`config.mk`:
```
export PLATFORM = sky130hd
export DESIGN_NAME = ca_search_ctrl
export DESIGN_NICKNAME = d
export VERILOG_FILES = /design/src/rtl/ca_search_ctrl.sv
export SDC_FILE = /design/constraint.sdc
export NUM_CORES = 1
export LEC_CHECK = 0
export BUFFER_PORTS_ARGS = -buffer_cell sky130_fd_sc_hd__buf_2
export CORE_MARGIN = 8
export CORE_UTILIZATION = 53
export DETAILED_ROUTE_END_ITERATION = 10
export PLACE_DENSITY = 0.82
export SLEW_MARGIN = 25
export SYNTH_ARGS = -nofsm -noshare
export SYNTH_HDL_FRONTEND = slang
export SYNTH_SLANG_ARGS = --single-unit
```
`constraint.sdc`:
```
create_clock -name clk -period 3.9 [get_ports clk]
set_clock_uncertainty 0.2 [all_clocks]
set_input_delay 0.975 -clock clk [delete_from_list [all_inputs] [get_ports clk]]
set_output_delay 0.975 -clock clk [all_outputs]
set_load 0.1 [all_outputs]
```
`src/rtl/ca_search_ctrl.sv`:
```
// Serial code-phase search sequencer: loads the PRN key, slews the code phase bin by bin and
// confirms detection over consecutive over-threshold code periods, or reports exhaustion.
module ca_search_ctrl #(
    parameter int STEP_HC = 2,
    parameter int CONFIRM = 3,
    parameter int MAG_W   = 16
) (
    input  logic             clk,
    input  logic             rstn,
    input  logic             start,
    input  logic             abort,
    input  logic [9:0]       prn_key_in,
    input  logic [MAG_W-1:0] threshold,
    input  logic             dump_enable,
    input  logic             mag_valid,
    input  logic [MAG_W-1:0] mag,
    output logic             prn_key_enable,
    output logic [9:0]       prn_key,
    output logic             slew_enable,
    output logic [10:0]      code_slew,
    output logic             busy,
    output logic             found,
    output logic             fail,
    output logic [10:0]      bin,
    output logic [MAG_W-1:0] peak_mag,
    output logic [2:0]       state_dbg
);

    localparam logic [10:0] STEP    = 11'(STEP_HC);
    localparam logic [3:0]  CONF_N  = 4'(CONFIRM);
    localparam logic [11:0] BIN_MAX = 12'd2045;

    typedef enum logic [2:0] {
        S_IDLE    = 3'd0,
        S_LOAD    = 3'd1,
        S_SETTLE  = 3'd2,
        S_EVAL    = 3'd3,
        S_SLEW    = 3'd4,
        S_SKIP    = 3'd5,
        S_CONFIRM = 3'd6,
        S_DONE    = 3'd7
    } state_t;

    state_t           state_q, state_d;
    logic [MAG_W-1:0] thr_q, thr_d;
    logic [3:0]       cnt_q, cnt_d;
    logic [9:0]       prn_key_d;
    logic [10:0]      bin_d;
    logic [MAG_W-1:0] peak_d;
    logic             found_d, fail_d;
    logic             key_en_d, slew_d, busy_d;
    logic [10:0]      code_slew_d;
    logic             hit;
    logic             bin_over;

    assign hit       = (mag >= thr_q);
    // Checked before the increment so bin can never pass the last legal offset.
    assign bin_over  = ({1'b0, bin} + {1'b0, STEP}) > BIN_MAX;
    assign state_dbg = state_q;

    always_ff @(posedge clk or negedge rstn) begin
        if (!rstn) begin
            state_q <= S_IDLE;
        end else begin
            state_q <= state_d;
        end
    end

    always_comb begin
        state_d   = state_q;
        thr_d     = thr_q;
        cnt_d     = cnt_q;
        prn_key_d = prn_key;
        bin_d     = bin;
        peak_d    = peak_mag;
        found_d   = found;
        fail_d    = fail;

        if (abort) begin
            state_d = S_IDLE;
        end else begin
            case (state_q)
                S_IDLE: begin
                    if (start) begin
                        prn_key_d = prn_key_in;
                        thr_d     = threshold;
                        found_d   = 1'b0;
                        fail_d    = 1'b0;
                        bin_d     = '0;
                        peak_d    = '0;
                        cnt_d     = '0;
                        state_d   = S_LOAD;
                    end
                end
                S_LOAD: state_d = S_SETTLE;
                S_SETTLE: begin
                    // The period in flight at load time is partial, so its magnitude is dropped.
                    if (dump_enable) state_d = S_EVAL;
                end
                S_EVAL: begin
                    if (mag_valid) begin
                        if (mag > peak_mag) peak_d = mag;
                        if (hit) begin
                            cnt_d = 4'd1;
                            if (CONF_N == 4'd1) begin
                                found_d = 1'b1;
                                state_d = S_DONE;
                            end else begin
                                state_d = S_CONFIRM;
                            end
                        end else if (bin_over) begin
                            fail_d  = 1'b1;
                            state_d = S_DONE;
                        end else begin
                            state_d = S_SLEW;
                        end
                    end
                end
                S_SLEW: begin
                    bin_d   = bin + STEP;
                    state_d = S_SKIP;
                end
                S_SKIP: begin
                    // This period straddles the slew and would smear the correlation.
                    if (mag_valid) state_d = S_EVAL;
                end
                S_CONFIRM: begin
                    if (mag_valid) begin
                        if (mag > peak_mag) peak_d = mag;
                        if (hit) begin
                            cnt_d = cnt_q + 4'd1;
                            if ((cnt_q + 4'd1) == CONF_N) begin
                                found_d = 1'b1;
                                state_d = S_DONE;
                            end
                        end else begin
                            cnt_d = '0;
                            if (bin_over) begin
                                fail_d  = 1'b1;
                                state_d = S_DONE;
                            end else begin
                                state_d = S_SLEW;
                            end
                        end
                    end
                end
                S_DONE:  state_d = S_IDLE;
                default: state_d = S_IDLE;
            endcase
        end

        // Pulses and status are derived from the next state so every output comes from a flop.
        key_en_d    = (state_d == S_LOAD);
        slew_d      = (state_d == S_SLEW);
        busy_d      = (state_d != S_IDLE) && (state_d != S_DONE);
        code_slew_d = busy_d ? STEP : 11'd0;
    end

    always_ff @(posedge clk or negedge rstn) begin
        if (!rstn) begin
            thr_q          <= '0;
            cnt_q          <= '0;
            prn_key        <= '0;
            bin            <= '0;
            peak_mag       <= '0;
            found          <= 1'b0;
            fail           <= 1'b0;
            prn_key_enable <= 1'b0;
            slew_enable    <= 1'b0;
            busy           <= 1'b0;
            code_slew      <= '0;
        end else begin
            thr_q          <= thr_d;
            cnt_q          <= cnt_d;
            prn_key        <= prn_key_d;
            bin            <= bin_d;
            peak_mag       <= peak_d;
            found          <= found_d;
            fail           <= fail_d;
            prn_key_enable <= key_en_d;
            slew_enable    <= slew_d;
            busy           <= busy_d;
            code_slew      <= code_slew_d;
        end
    end

endmodule
```
Yosys cells after proc, flatten, opt, wreduce, memory -nomap -nowiden
Cells that the tools add are included.
{ "totals": {"regBits": 67, "inputBits": 48, "elab_cells": 87} }
{ "op_classes": {"eq_ne": 21, "addsub": 3, "n_reduce_logical": 14, "magnitude_cmp": 3, "mux": 33, "bitwise_logic": 1} }
{ "ops": {"columns": ["op", "n"], "rows": [
  ["$mux W16", 3],
  ["$pmux W16 S2", 1],
  ["$mux W3", 8],
  ["$pmux W3 S8", 1],
  ["$pmux W11 S2", 1],
  ["$mux W4", 5],
  ["$reduce_and A6 Y1", 3],
  ["$ge A16 B16 Y1", 1],
  ["$gt A16 B16 Y1", 1],
  ["$eq A3 B3 Y1 const B", 5],
  ["$ne A2 B2 Y1 const B", 7],
  ["$add A11 B2 Y12 const B", 1],
  ["$gt A12 B11 Y1 const B", 1],
  ["$pmux W4 S3", 1],
  ["$add A11 B2 Y11 const B", 1],
  ["$mux W11", 1],
  ["$mux W1", 7],
  ["$eq A3 B1 Y1 const B", 2],
  ["$eq A3 B2 Y1 const B", 2],
  ["$mux W2", 3],
  ["$ne A2 B1 Y1 const B", 3],
  ["$reduce_and A3 Y1", 2],
  ["$reduce_bool A2 Y1", 3],
  ["$reduce_bool A3 Y1", 2],
  ["other kinds (9)", 10]
]} }

Depth between registers and ports, before layout
Gate-level depths: netlist (run 1).
{ "depth": {"depth_word": 10, "depth_mapped": 11} }

Worst setup path before layout (run 1)
OpenSTA, ideal clock, no wires.
{ "synth_path": {"kind": "input-to-reg", "from": "in mag[0]", "to": "reg prn_key[3]", "slack_ps": 450, "path_buffers": 1, "arrival_ps": 3122, "cell_stages": 10, "cell_sequence": "inv_1 -> ha_1 -> nand2b_1 -> a2111oi_0 -> o21ai_1 -> a21oi_4 -> mux2i_4 -> nor2_8 -> buf_6 -> mux2_1"} }
{ "synth_lines": {"columns": ["item", "line_no", "source"], "rows": [
  ["start, declared", "16", "input logic [MAG_W-1:0] mag,"],
  ["end signal, assigned", "175", "prn_key <= prn_key_d;"],
  ["end, declared", "18", "output logic [9:0] prn_key,"]
]} }

==> metrics.cfg, run 1 <==
[run_status]
status = finished clean

[power_and_ir_drop]
total_power_uw = 3440
power_leakage_uw = 0.00224
seqPwrFrac_pct = 28.8
switching_share_pct = 50.6
power_per_cell_area_mw_per_mm2 = 762
irDropWorstVdd_uv = 622
internal_power_uw = 1700
combinationalPowerShare_pct = 54.2
clockPowerShare_pct = 17.0
p_sw_uw = 1740

[yosys]
ys_async_sr_fraction_pct = 100
synth_area_mm2 = 0.00381
synth-edff-count = 0
synth_top_area_share_pct = 42.0
synth.most_common_cell = dfrtp_1
yosysTopAreaCell = dfrtp_1
syn-instance-count = 360
synthFlopType = dfrtp_1
synth_cell_type_count = 63
ys_top_cells_by_count = 64 x dfrtp_1, 41 x inv_1, 35 x ha_1
yosysWarnings = 0
synth.area.top_cells = dfrtp_1 42%, ha_1 11%, mux2_1 6.8%
synth_seq_cells = 64
yosysSeqAreaShare_pct = 42.0
syn_area_per_cell_um2 = 10.6

[timing]
rsz0062_at_grt = no
worstMarginPinSlew_ps = 723
slew_violations = 0
final_hold_viol_count = 0
fin_tns_setup_ps = 0
period_needed_ps = 3440
max_freq_ghz = 0.291
fin_crit_sh_pct = 88.2
max-slew-margin-rel_pct = 51.8
setup_viol = 0

[floorplan]
dieArea_mm2 = 0.0102
chipHeight_um = 101
core_area_mm2 = 0.00710
start_util_pct = 53.7
die_w_um = 101
io_pins = 104
rows = 31

[worst_setup_path]
worst_setup_path_end_kind = flip-flop
critPathMaxFanout = 33
reg2reg_to = prn_key[2]
critPathKind = in2reg
worstPathArrival_ps = 3470
startpoint = mag[13]
slowest_stage = nor2_8
crit_required_ps = 3930
startpoint_type = input pin
rr_startpoint = bin[1]
crit_chain = buf_2 > ha_1 > a211oi_2 > o211ai_1 > a221o_1 > a21oi_4 > mux2i_4 > nor2_8 > mux2_2
slowest_delay_ps = 500
rr_worst_depth = 8
reg2reg_slack_ps = 770

[detailed_routing]
drt-total-wl_um = 8820
wl_per_cell_um = 15.8
routed_via_density = 5.39
drc = 0
firstDrtPassIters = 4
num_vias = 3005
drt_first_iter_violations = 84
ant_nets = 0

[grt]
grt_max_degree = 34
grt-ovfl-total = 0
antenna_found_initial = 0
grt_pass1_vias = 3132
grt_first_pass_wirelength_um = 14800
grt_use_total_pct = 18.5

[min_path]
holdPathStages = 1
hp-class = reg2reg
min_from = prn_key[4]
hold_end = prn_key[4]

[run]
max_cap_violations = 0

[clock_network]
cts.path.max_buffers = 2
cts_made_buffers = 9
cts_resized = 0
cts_root_buf = clkbuf_8
clock_sink_count = 64
clk_pin_slew_ps = 70
tritoncts = built
postCtsSetupBuffers = 0
clkLatencyLatePin_ps = 340
cts-hold-fix-buffers = 0
h-tree-depth = 3

[finish]
diodes = 0
multi_input_area_mm2 = 0.00192
drive_gt1_share_pct = 29.5
nFillCells = 584
num-nets-final = 537
seq_area_mm2 = 0.00160
area_growth_pct = 18.3

[placed_design]
hpwlAfterDp_um = 6940
portBuffers = 92
gp_congestion = 0.880

worst max-delay path by stage:
| stage | cells past startpoint | end | slack (ps) |
|---|---|---|---|
| detailed placement | 9 | prn_key[2] | 90 |
| CTS | 9 | thr_q[0] | 460 |
| finish | 9 | prn_key[2] | 460 |
| global placement | 10 | thr_q[15] | 170 |
| global route | 10 | thr_q[1] | 170 |
| floorplan | 10 | prn_key[3] | 450 |
final cells by class:
cell class | instances | area share (%)
multi-input combinational | 241 | 42.5
sequential | 64 | 35.5
timing repair buffer | 96 | 11.1
clock buffer | 12 | 3.66
inverter | 42 | 3.61
tap | 99 | 2.75
clock inverter | 3 | 0.887
routing by layer:
metal / share of wire [%] / up-vias / GRT usage [%] / routed length, um
li1: - / 1447 / - / -
met1: 42 / 1431 / 22.1 / 3720
met2: 47 / 110 / 29.2 / 4120
met3: 8.7 / 17 / 6.08 / 770
met4: 2.3 / 0 / 8.84 / 205
met5: 0 / - / 0 / 0
state kept, by name, summed over array words and instances, names as in the netlist, 3 cells and up:
name       count
cnt_q          4
thr_q         16
bin           10
state_dbg      3
prn_key       10
peak_mag      16
cells in the final DEF, fill, tap and decap left out, types with 10 or more instances in the layout:
| cell type | synthesis | layout |
|---|---|---|
| a22o_1 | 10 | 10 |
| mux2_1 | 23 | 23 |
| clkbuf_8 | 0 | 12 |
| a21oi_1 | 17 | 17 |
| buf_2 | 3 | 92 |
| nand3_1 | 11 | 11 |
| o21ai_0 | 10 | 10 |
| conb_1 | 1 | 11 |
| nor2_1 | 19 | 19 |
| inv_1 | 41 | 41 |
| nand2_1 | 16 | 16 |
| dfrtp_1 | 64 | 64 |
| ha_1 | 35 | 35 |
power by group through the flow:
| stage | logic (uW) | registers, uW | clock network, uW |
|---|---|---|---|
| finish | 1870 | 991 | 584 |
| global route | 2000 | 1020 | 623 |
| CTS | 1880 | 990 | 598 |
| detailed placement | 1880 | 1000 | 0 |
| global placement | 1820 | 989 | 0 |
| floorplan | 870 | 1690 | 0 |
metrics by stage:
| stage | instances | worst slack (ps) | instance area, um^2 | utilization, % | hold slack, ps |
|---|---|---|---|---|---|
| floorplan | 370 | 450 | 3850 | - | 258 |
| global placement | 542 | 174 | 4310 | 60.7 | 263 |
| detailed placement | 542 | 93.1 | 4310 | 60.7 | 269 |
| CTS | 557 | 462 | 4510 | 63.6 | 284 |
| global route | 557 | 172 | 4510 | 63.6 | 299 |
| finish | 557 | 459 | 4510 | 63.6 | 282 |
worst max-delay path: cells and delay by family:
kind / cells / cell delay, ps
multiplexers: 2 / 570
AO/OA/AOI/OAI: 4 / 960
AND/OR/NAND/NOR: 1 / 500
buffers and inverters: 1 / 120
adder cells (fa/ha/maj): 1 / 330
cell families (layout without fill, tap and decap cells):
| family | after synthesis | in the layout | synth area share, % |
|---|---|---|---|
| other cells | 1 | 11 | 0.0983 |
| fa+ha+maj | 36 | 36 | 11.7 |
| simple gates | 79 | 79 | 11.1 |
| xor+xnor | 5 | 5 | 1.15 |
| mux | 31 | 31 | 9.35 |
| flops | 64 | 64 | 42.0 |
| compound gates | 79 | 79 | 15.8 |
| buf+inv | 65 | 153 | 8.79 |
(Power assumes the default switching activity.)
==> run 2, diff against run 1 <==
Settings changed: CELL_PAD_IN_SITES_DETAIL_PLACEMENT set to 1, CELL_PAD_IN_SITES_GLOBAL_PLACEMENT set to 1, CORE_UTILIZATION 53 to 41.
==> run 2 against run 1 <==
Against the previous run: via count is 1.6% higher; first-iteration DRC count is 8.3% lower; count of clock-buffer cells in the layout is 1 higher; highest routed layer unchanged; critical endpoint is now thr_q[12]; core utilization is 14 points lower; largest cell class unchanged; sequential power is 0.5% higher; largest power group unchanged.
==> metrics.cfg, run 2 (synthesized netlist as in run 1, its figures left out) <==
[run_status]
status = finished clean

[power_and_ir_drop]
total_power_uw = 3500  ; +1.8%
power_per_cell_area_mw_per_mm2 = 772  ; +1.2%
power_leakage_uw = 0.00224  ; about the same
irDropWorstVdd_uv = 1050  ; +68%

[grt]
grt_use_total_pct = 17.2  ; -1.2 points
grt_first_pass_wirelength_um = 17700  ; +19%
grt_max_degree = 65  ; +91%
antenna_found_initial = 0  ; unchanged
grt_pass1_vias = 3540  ; +13%
grt-ovfl-total = 0  ; unchanged

[worst_setup_path]
slowest_stage = nor2_8
startpoint = mag[0]
reg2reg_to = thr_q[12]
cp.depth = 10  ; +1
worstPathArrival_ps = 3380  ; -90 ps
setup.worst_path.end = thr_q[12]
slowest_delay_ps = 490  ; about the same
worst_setup_path_end_kind = flip-flop
crit_chain = buf_2 > inv_1 > ha_1 > nand2b_1 > a2111oi_0 > o21ai_1 > a21oi_4 > mux2i_4 > nor2_8 > mux2_1
critPathKind = in2reg
path_delay_family = compound AO/OA/AOI/OAI gates
crit_required_ps = 3910  ; -20 ps
critPathMaxFanout = 33  ; unchanged
path_buf_inv = 2  ; +1
rr_startpoint = bin[1]
rr_worst_depth = 8  ; unchanged
startpoint_type = input pin
reg2reg_slack_ps = 780  ; about the same

[floorplan]
core_area_mm2 = 0.00915  ; +29%
die_w_um = 112  ; +12%
start_util_pct = 41.7  ; -12 points
chipHeight_um = 112  ; +12%
io_pins = 104  ; unchanged
rows = 35  ; +13%
dieArea_mm2 = 0.0126  ; +24%

[timing]
rsz0062_at_grt = no
final_hold_viol_count = 0  ; unchanged
max-slew-margin-rel_pct = 44.5  ; -7.3 points
setup_viol = 0  ; unchanged
max_freq_ghz = 0.297  ; +2.1%
fin_tns_setup_ps = 0  ; unchanged
holdWs_ps = 283  ; +0.581 ps
worstMarginPinSlew_ps = 832  ; +109 ps
layout_setup_ws_ps = 532  ; +72.1 ps
fin_crit_sh_pct = 86.4  ; -1.8 points
period_needed_ps = 3370  ; -72.1 ps
slew_violations = 0  ; unchanged

[clock_network]
postCtsSetupBuffers = 0  ; unchanged
tritoncts = built
h-tree-depth = 3  ; unchanged
cts-hold-fix-buffers = 0  ; unchanged
cts_resized = 0  ; unchanged
cts_root_buf = clkbuf_8
clock_sink_count = 64  ; unchanged
cts_made_buffers = 9  ; unchanged
cts.path.max_buffers = 2  ; unchanged
clk_pin_slew_ps = 60  ; about the same
clkLatencyLatePin_ps = 340  ; about the same

[detailed_routing]
ant_nets = 0  ; unchanged
routed_via_density = 5.36  ; -0.72%
drt_first_iter_violations = 77  ; -8.3%
drt-total-wl_um = 10300  ; +17%
wl_per_cell_um = 18.1  ; +15%
num_vias = 3053  ; +1.6%
drc = 0  ; unchanged
firstDrtPassIters = 4  ; unchanged

[finish]
layout_commonest_cell = buf_2
drive_gt1_share_pct = 29.4  ; -0.064 points
area_growth_pct = 18.9
diodes = 0  ; unchanged
final_cell_mix = 92 x buf_2, 64 x dfrtp_1, 41 x inv_1, 35 x ha_1, 23 x mux2_1
num-nets-final = 538  ; +0.19%
postLayoutCoreUtil_pct = 49.6  ; -14 points
reg_top3 = peak_mag (16), thr_q (16)

[placed_design]
hpwlAfterDp_um = 7940  ; +14%
gp_congestion = 0.828  ; -6.0%
post-place-ws_ps = 137  ; +44.3 ps
portBuffers = 92  ; unchanged

[min_path]
hp-class = reg2reg

[run]
max_cap_violations = 0  ; unchanged

run 2: cell count changes in the layout (fill, tap and decap cells not counted), sizes merged:
cell | previous run | this run
clkinvlp | 0 | 1
clkbuf | 12 | 13
buf | 96 | 97
clkinv | 2 | 0
run 2: worst min path at each step:
stage,start,end,slack (ps),cells past startpoint
after floorplan,thr_q[10],thr_q[10],260,1
after global placement,prn_key[3],prn_key[3],260,1
after detailed placement,prn_key[5],prn_key[5],270,1
after CTS,prn_key[5],prn_key[5],290,1
after global routing,prn_key[5],prn_key[5],310,1
final,prn_key[5],prn_key[5],280,1
run 2: cell type report:
cell class	instances	area, um^2
multi-input combinational	241	1920
timing repair buffer	97	510
clock inverter	2	37.5
fill	1079	4620
tap	111	139
inverter	42	163
clock buffer	13	169
sequential	64	1600
run 2: routing by layer:
layer,part of all wire (%),vias to the layer above,track usage (%)
li1,-,1454,-
met1,44,1492,19.7
met2,49,89,29.3
met3,5.4,18,5.05
met4,1.8,0,7.28
met5,0,-,0
run 2: power breakdown:
group	internal, uW	leakage (uW)	switching, uW
Combinational	510	0.00130	1390
Sequential	855	0.000832	141
Clock	345	0.000102	261
run 2: metrics by stage:
step,cell area [um^2],instances
finish,4540,570
floorplan,3850,370
CTS,4540,570
detailed placement,4330,555
global placement,4330,555
global route,4540,570
